<file path="src/rtl/vram_port_arbiter_pkg.sv">
// Shared types and default widths for the VRAM port arbiter: CPU
// handshake states and the tag recording who owned the RAM port last cycle.
package vram_port_arbiter_pkg;

  localparam int ADDR_WIDTH_DEF   = 11;
  localparam int DATA_WIDTH_DEF   = 8;
  localparam int STARVE_WIDTH_DEF = 8;

  typedef enum logic [1:0] {
    C_IDLE   = 2'd0,
    C_ISSUED = 2'd1,
    C_DONE   = 2'd2,
    C_HOLD   = 2'd3
  } cpu_state_t;

  typedef enum logic [1:0] {
    G_NONE = 2'd0,
    G_VID  = 2'd1,
    G_CPU  = 2'd2
  } grant_t;

endpackage

</file>
<file path="src/rtl/vram_starve_counter.sv">
// Saturating count of cycles the CPU was blocked by video, with a sticky
// flag raised once the count hits all-ones.
module vram_starve_counter #(
  parameter int width_g = 8
) (
  input  logic clock,
  input  logic reset,
  input  logic inc,
  input  logic clr,
  output logic starved
);

  localparam logic [width_g-1:0] max_c = {width_g{1'b1}};

  logic [width_g-1:0] count_q, count_d;
  logic               starved_q, starved_d;

  // next count and sticky flag
  always_comb begin
    count_d   = count_q;
    starved_d = starved_q;
    if (clr) begin
      count_d = {width_g{1'b0}};
    end else if (inc && (count_q != max_c)) begin
      count_d = count_q + width_g'(1);
    end else begin
      count_d = count_q;
    end
    if (count_d == max_c) begin
      starved_d = 1'b1;
    end else begin
      starved_d = starved_q;
    end
  end

  // counter and flag registers
  always_ff @(posedge clock or posedge reset) begin
    if (reset) begin
      count_q   <= {width_g{1'b0}};
      starved_q <= 1'b0;
    end else begin
      count_q   <= count_d;
      starved_q <= starved_d;
    end
  end

  assign starved = starved_q;

endmodule

</file>
<file path="src/rtl/vram_port_arbiter.sv">
// Shares the single VRAM port between the video scanner (absolute priority)
// and the CPU bus, which is served in free cycles through a wait/ack handshake.
module vram_port_arbiter
  import vram_port_arbiter_pkg::*;
#(
  parameter int addr_width_g   = ADDR_WIDTH_DEF,
  parameter int data_width_g   = DATA_WIDTH_DEF,
  parameter int starve_width_g = STARVE_WIDTH_DEF
) (
  input  logic                    clock,
  input  logic                    reset,
  input  logic                    vid_req,
  input  logic [addr_width_g-1:0] vid_addr,
  output logic                    vid_valid,
  output logic [data_width_g-1:0] vid_dout,
  input  logic                    cpu_req,
  input  logic                    cpu_we,
  input  logic [addr_width_g-1:0] cpu_addr,
  input  logic [data_width_g-1:0] cpu_din,
  output logic [data_width_g-1:0] cpu_dout,
  output logic                    cpu_ack,
  output logic                    cpu_wait,
  output logic                    cpu_starved,
  output logic [addr_width_g-1:0] ram_address,
  output logic [data_width_g-1:0] ram_data,
  output logic                    ram_wren,
  input  logic [data_width_g-1:0] ram_q
);

  cpu_state_t              state_q, state_d;
  grant_t                  grant_q, grant_d;
  logic                    cpu_ack_q, cpu_ack_d;
  logic [data_width_g-1:0] cpu_dout_q, cpu_dout_d;
  logic                    issued_we_q, issued_we_d;
  logic                    cpu_grant_s;
  logic                    ram_wren_s;
  logic [addr_width_g-1:0] ram_address_s;
  logic                    blocked_s;

  // port mux, CPU handshake next state and read-data capture
  always_comb begin
    state_d       = state_q;
    grant_d       = G_NONE;
    cpu_ack_d     = 1'b0;
    cpu_dout_d    = cpu_dout_q;
    issued_we_d   = issued_we_q;
    cpu_grant_s   = 1'b0;
    ram_address_s = cpu_addr;
    ram_wren_s    = 1'b0;

    if (vid_req) begin
      ram_address_s = vid_addr;
      grant_d       = G_VID;
    end else if ((state_q == C_IDLE) && cpu_req) begin
      ram_address_s = cpu_addr;
      ram_wren_s    = cpu_we;
      grant_d       = G_CPU;
      cpu_grant_s   = 1'b1;
      issued_we_d   = cpu_we;
    end else begin
      ram_address_s = cpu_addr;
    end

    case (state_q)
      C_IDLE: begin
        if (cpu_grant_s) state_d = C_ISSUED;
        else             state_d = C_IDLE;
      end
      C_ISSUED: begin
        // ram_q carries the read result (or the written byte) this cycle
        state_d   = C_DONE;
        cpu_ack_d = 1'b1;
        if (!issued_we_q) cpu_dout_d = ram_q;
        else              cpu_dout_d = cpu_dout_q;
      end
      C_DONE: begin
        state_d = C_HOLD;
      end
      C_HOLD: begin
        if (!cpu_req) state_d = C_IDLE;
        else          state_d = C_HOLD;
      end
      default: begin
        state_d = C_IDLE;
      end
    endcase
  end

  // handshake and grant-tag registers
  always_ff @(posedge clock or posedge reset) begin
    if (reset) begin
      state_q     <= C_IDLE;
      grant_q     <= G_NONE;
      cpu_ack_q   <= 1'b0;
      cpu_dout_q  <= {data_width_g{1'b0}};
      issued_we_q <= 1'b0;
    end else begin
      state_q     <= state_d;
      grant_q     <= grant_d;
      cpu_ack_q   <= cpu_ack_d;
      cpu_dout_q  <= cpu_dout_d;
      issued_we_q <= issued_we_d;
    end
  end

  assign blocked_s = (state_q == C_IDLE) && cpu_req && vid_req;

  vram_starve_counter #(
    .width_g (starve_width_g)
  ) u_starve (
    .clock   (clock),
    .reset   (reset),
    .inc     (blocked_s),
    .clr     (cpu_grant_s),
    .starved (cpu_starved)
  );

  // wren is gated by reset directly so a write granted in the reset cycle never lands
  assign ram_wren    = ram_wren_s & ~reset;
  assign ram_address = ram_address_s;
  assign ram_data    = cpu_din;
  assign vid_valid   = (grant_q == G_VID);
  assign vid_dout    = ram_q;
  assign cpu_ack     = cpu_ack_q;
  assign cpu_dout    = cpu_dout_q;
  assign cpu_wait    = cpu_req & ((state_q == C_IDLE) | (state_q == C_ISSUED));

endmodule

</file>
<file path="config.mk">
export PLATFORM = sky130hd
export DESIGN_NAME = vram_port_arbiter
export DESIGN_NICKNAME = d
export VERILOG_FILES = /design/src/rtl/vram_port_arbiter_pkg.sv /design/src/rtl/vram_starve_counter.sv /design/src/rtl/vram_port_arbiter.sv
export SDC_FILE = /design/constraint.sdc
export NUM_CORES = 1
export LEC_CHECK = 0
export BUFFER_PORTS_ARGS = -buffer_cell sky130_fd_sc_hd__buf_2
export CELL_PAD_IN_SITES_DETAIL_PLACEMENT = 0
export CELL_PAD_IN_SITES_GLOBAL_PLACEMENT = 1
export CORE_UTILIZATION = 28
export CTS_BUF_LIST = sky130_fd_sc_hd__clkbuf_16
export DETAILED_ROUTE_END_ITERATION = 16
export PLACE_DENSITY_LB_ADDON = 0.1
export SLEW_MARGIN = 20
export SYNTH_ARGS = -nofsm -noshare
export SYNTH_HDL_FRONTEND = slang
export SYNTH_SLANG_ARGS = --single-unit
</file>
<file path="constraint.sdc">
create_clock -name clock -period 1.7 [get_ports clock]
set_clock_uncertainty 0.1 [all_clocks]
set_input_delay 0.085 -clock clock [delete_from_list [all_inputs] [get_ports clock]]
set_output_delay 0.085 -clock clock [all_outputs]
set_load 0.02 [all_outputs]
</file>
==> After elaboration in Yosys (flattened, before gate mapping) <==
Cells that the tools add are included.
{ "op_classes": {"add_sub_neg": 1, "n_eq_ne": 6, "mux": 13, "bitwise_logic": 6, "reduce_logical": 6} }
{ "ops": {"columns": ["op", "count"], "rows": [
  ["$mux W8", 2],
  ["$mux W11", 1],
  ["$add A8 B1 Y8 const B", 1],
  ["$eq A8 B8 Y1 const B", 1],
  ["$ne A8 B8 Y1 const B", 1],
  ["$pmux W2 S4", 1],
  ["$mux W1", 6],
  ["$mux W2", 3],
  ["$eq A2 B1 Y1 const B", 2],
  ["$eq A2 B2 Y1 const B", 2],
  ["$reduce_and A2 Y1", 2],
  ["$logic_and A1 B1 Y1", 3],
  ["$not A1 Y1", 3],
  ["$and A1 B1 Y1", 2],
  ["$logic_not A2 Y1", 1],
  ["$or A1 B1 Y1", 1]
]} }
{ "word_totals": {"regBits": 23, "in_bits": 43, "output_inout_bits": 40, "elab_cells": 39} }

==> Longest topological paths before layout <==
{ "depth": {"word_depth": 7, "mapped_depth": 7, "mapped_depth_nobuf": 6} }

==> Cells and area by module <==
Synthesis repeated with hierarchy kept, for this count alone.
{ "hier_totals": {"cells_unflattened": 127, "hier_area_um2": 1413.9} }
{ "modules_own_cells": {"columns": ["module", "instances", "cells_per_inst", "area_per_inst_um2", "seq_area_each_um2"], "rows": [
  ["vram_port_arbiter", 1, 68, 812.0, 350.3],
  ["vram_starve_counter", 1, 59, 601.8, 225.2]
]} }

==> Worst setup path before layout <==
No wires, ideal clock.
{ "synth_timing": {"path_kind": "flip-flop to flip-flop", "start": "register u_starve.count_q[0]", "end": "register u_starve.starved_q, in the netlist u_starve.starved", "setup_ps": 65, "arrival_time_ps": 1493, "required_ps": 1535, "slack_ps": 42, "stages_incl_launch_ff": 8, "n_path_buf": 1, "period_less_slack_ps": 1658, "path_cell_list": "dfrtp_1 -> ha_1 -> buf_2 -> nand3_1 -> o21a_4 -> a31o_1 -> a21oi_1 -> a31o_1"} }
{ "synth_via": {"elab_chain_len": 5, "word_cells_on_any_way": 6, "cone_classes": "add/sub: 1; eq/ne: 2; mux: 2; reduce/logical: 1"} }
{ "synth_rtl": {"columns": ["item", "line", "rtl"], "rows": [
  ["start: declaration", "vram_starve_counter.sv:15", "logic [width_g-1:0] count_q, count_d;"],
  ["start signal: assignment", "vram_starve_counter.sv:39", "count_q <= {width_g{1'b0}};"],
  ["start signal: assignment", "vram_starve_counter.sv:42", "count_q <= count_d;"],
  ["branches (longest 2 deep; another with $add A8 B1 Y8)", null, null],
  ["$mux W8 *", "vram_starve_counter.sv:24", "end else if (inc && (count_q != max_c)) begin"],
  ["$mux W8 *", "vram_starve_counter.sv:22", "if (clr) begin"],
  ["$eq A8 B8 Y1 *", "vram_starve_counter.sv:29", "if (count_d == max_c) begin"],
  ["end signal: assignment", "vram_starve_counter.sv:43", "starved_q <= starved_d;"],
  ["end: declaration", "vram_starve_counter.sv:16", "logic starved_q, starved_d;"]
]} }
Mark *: on every way between the ends.
A chain may end at the register's enable or synchronous reset.

==> Worst setup path in the final report <==
{ "layout_timing": {"start": "register state_q[0]", "end": "register u_starve.starved_q, in the netlist u_starve.starved"} }
{ "layout_via": {"elab_chain_len": 7, "word_cells_on_any_way": 9, "cone_classes": "eq/ne: 1; mux: 4; reduce/logical: 4"} }
{ "layout_rtl": {"columns": ["item", "line", "rtl"], "rows": [
  ["start: declaration", "vram_port_arbiter.sv:30", "cpu_state_t state_q, state_d;"],
  ["start signal: assignment", "vram_port_arbiter.sv:98", "state_q <= state_d;"],
  ["$logic_not A2 Y1 *", "vram_port_arbiter.sv:54, vram_port_arbiter.sv:106", null],
  ["$logic_and A1 B1 Y1 *", "vram_port_arbiter.sv:54, vram_port_arbiter.sv:106", null],
  ["$logic_and A1 B1 Y1", "vram_port_arbiter.sv:106", "assign blocked_s = (state_q == C_IDLE) && cpu_req && vid_req;"],
  ["$logic_and A1 B1 Y1", "vram_starve_counter.sv:24", null],
  ["$mux W8", "vram_starve_counter.sv:24", null],
  ["$mux W8 *", "vram_starve_counter.sv:22", null],
  ["net u_starve.count_d[5]", "vram_starve_counter.sv:15", null],
  ["$eq A8 B8 Y1 *", "vram_starve_counter.sv:29", null]
]} }
The timed path passes the listed nets; every way through them passes the cells marked *.

==> impl_metrics.ini <==
[sta]
fin_crit_ns = 1.65
relSlewSlack_pct = 79.7
report.final.slew_viol_count = 0
max_freq_mhz = 606
holdWs_ns = 0.0700
setup_viol = 0
period_share_pct = 97.1
worst_pin_slew_ns = 0.304
hold_viol = 0
rsz0062_at_grt = true

[clock_tree]
root_buffer = clkbuf_16
cts_sinks = 23
ctsLongestPathBuffers = 2
insertion_delay_ns = 0.25
cts_max_level = 1
cts_buffers = 3
clk_pin_slew_ns = 0.06
cts_tree = yes

[grt]
grt-ovfl-total = 0
grt_start_max_net_pins = 24
grt_pass1_vias = 1146
grt_antenna_before_repair = 0
grtUsageTotal_pct = 12.8
grt_pass1_wl_um = 5200

[route]
drc = 0
wl_um = 3210
first_pass_iters = 4
drtIter0Drc = 19
via_per_inst = 4.38
num_vias = 1170
wire_per_inst_um = 12.0
antenna_left = 0

[layout]
multiInputGateArea_um2 = 664
final_cells = 267
design_area_mm2 = 0.00196
fillers = 462
seq_area_um2 = 577
areaGrowthSynthToFinish_pct = 42.3
n_antenna_cell = 0
fin_nets = 245
layout-drive-gt1-share_pct = 55.5

[worst_setup_path]
critical_path_required_ns = 1.74
slowest_stage = dfrtp_2
cp_top_family = compound AO/OA/AOI/OAI gates
critPathMaxFanout = 7
cpPeakStageDelay_ns = 0.44
worstSetupEndpointType = flip-flop
cp-start-kind = flip-flop
cp_data_arrival_time_ns = 1.69
crit_chain = and4bb_4, o211ai_1, buf_4, o21ai_2, o31ai_2, a31o_1
cp_num_buf_inv = 1
crit_type = flip-flop to flip-flop

[floorplanning]
die_area_mm2 = 0.00520
die-height_um = 72.1
core_area_mm2 = 0.00472
start_util_pct = 29.1
rows = 25
ioPinCount = 83
die_w_um = 72.1

[synthesis]
ys_ff_latch = 23
async_flop_share_pct = 100
synth-edff-count = 0
synth_ff_type = dfrtp_1
synth-seq-area-share_pct = 41.9
yosysUniqueCellTypes = 35
post_synth.cell_area_avg_um2 = 10.8
syn_inst = 127
syn_area_mm2 = 0.00138
syn_nets = 171
synth_warnings = 0

[power]
ir_worst_vdd_mv = 0.651
p_total_w = 0.00220
p_per_area_mw_per_mm2 = 1120
p_leak_nw = 0.964

[placement]
portBuffers = 66
post_dp_cell_area_mm2 = 0.00173
gp_congestion = 0.755
numPlacedInstances = 250
dp_hpwl_um = 2420

[flow_run]
cap_violations = 0

[min_path]
min_path_type = primary input to output port

[status]
status = finished clean
## worst paths after layout
check / start / end / slack [ns] / cells past startpoint
hold reg to reg: cpu_dout[7]$_DFFE_PP0P_ / cpu_dout[7]$_DFFE_PP0P_ / 0.40 / 1
max in group asynchronous: reset / state_q[0]$_DFF_PP0_ / 0.89 / 4
min in group asynchronous: reset / cpu_dout[6]$_DFFE_PP0P_ / 0.35 / 4
hold / removal: cpu_din[6] / ram_data[6] / 0.07 / 0
setup reg to reg: state_q[0]$_DFF_PP0_ / u_starve.starved$_DFFE_PP0N_ / 0.05 / 6
setup / recovery: state_q[0]$_DFF_PP0_ / u_starve.starved$_DFFE_PP0N_ / 0.05 / 6
## cell usage in the layout (no fill, tap or decap)
master	Yosys	final
clkbuf_16	0	3
nand4_2	1	1
o31ai_2	1	1
a31o_1	2	2
xnor2_1	1	1
and3_1	2	2
o21a_4	1	1
clkinv_2	0	1
buf_2	4	65
o211ai_1	1	1
a211oi_1	1	1
nor2_1	8	8
o21ai_2	0	1
dfrtp_1	23	22
nor2b_1	6	6
a2bb2oi_1	1	1
mux2i_1	3	3
dlygate4sd3_1	0	11
inv_1	2	2
nor3_1	2	2
buf_6	0	1
nor4b_2	1	1
buf_4	16	13
nand3_1	2	2
nand3b_1	1	1
mux2_2	20	20
nand4bb_1	1	1
nand2_1	7	7
o31ai_1	1	1
nand2b_1	3	3
nand4_1	1	1
and4b_1	1	1
and4bb_4	1	1
ha_4	0	1
o21ai_0	1	1
xor2_1	4	4
a31oi_1	1	1
dfrtp_2	0	1
a21oi_1	4	4
## registers in the layout (all words and copies together) (netlist names)
signal            flops
issued_we_q           1
cpu_ack               1
u_starve.starved      1
state_q               2
cpu_dout              8
u_starve.count_q      8
grant_q               2
## where the power goes
group	total [W]	switching (W)	internal [W]	leakage, nW
combinational	0.000868	0.000441	0.000427	0.633
sequential	0.000822	0.000104	0.000717	0.290
clock	0.000506	0.000190	0.000316	0.0409
## synth_stat cells, types with 2 or more instances
cell type | n | share of area [%]
dfrtp_1 | 23 | 42
nor2b_1 | 6 | 2.7
xor2_1 | 4 | 2.5
buf_2 | 4 | 1.5
a21oi_1 | 4 | 1.5
buf_4 | 16 | 8.7
nor3_1 | 2 | 0.73
and3_1 | 2 | 0.91
inv_1 | 2 | 0.55
nand3_1 | 2 | 0.73
a31o_1 | 2 | 1.3
nor2_1 | 8 | 2.2
mux2_2 | 20 | 16
nand2_1 | 7 | 1.9
mux2i_1 | 3 | 2.2
nand2b_1 | 3 | 1.4
## metrics by stage
| stage | util, % | TNS, ns | setup WS (ns) |
|---|---|---|---|
| after CTS | 40.7 | 0 | 0.00652 |
| after global routing | 41.4 | -0.0459 | -0.0459 |
| after global placement | 36.6 | 0 | 0.0620 |
| after detailed placement | 36.6 | 0 | 0.00409 |
| final | 41.4 | 0 | 0.0494 |
| after floorplan | - | 0 | 0.0418 |
## kinds of logic after synthesis
logic type	synth area share (%)
AO/OA/AOI/OAI	8.19
XOR/XNOR	3.18
adder cells (fa/ha/maj)	0.910
buffers and inverters	11.0
flip-flops	41.9
multiplexers	18.6
AND/OR/NAND/NOR	16.3
## metal layers
layer / part of all wire [%] / GRT usage, %
met3: 5.4 / 4.17
met5: 0 / 0
met2: 52 / 22.8
met1: 42 / 14.3
met4: 0.72 / 3.92
## timing repair
item                                    in CTS  in global routing
resized for setup                            1                  5
endpoints found under the hold margin       33                  0
buffers inserted                             0                  2
endpoints found under the setup margin       1                 13
pin swaps                                    0                  2
hold buffers                                11                  0
## area by class of cell
cell class | count | share of cell area [%]
multi-input cells | 81 | 34.0
repair buffers | 90 | 27.8
flip-flops and latches | 23 | 29.5
well taps | 67 | 4.28
clock buffers | 3 | 3.84
clock inverters | 1 | 0.256
inverters | 2 | 0.384
Power figures use the tool's default switching activity.
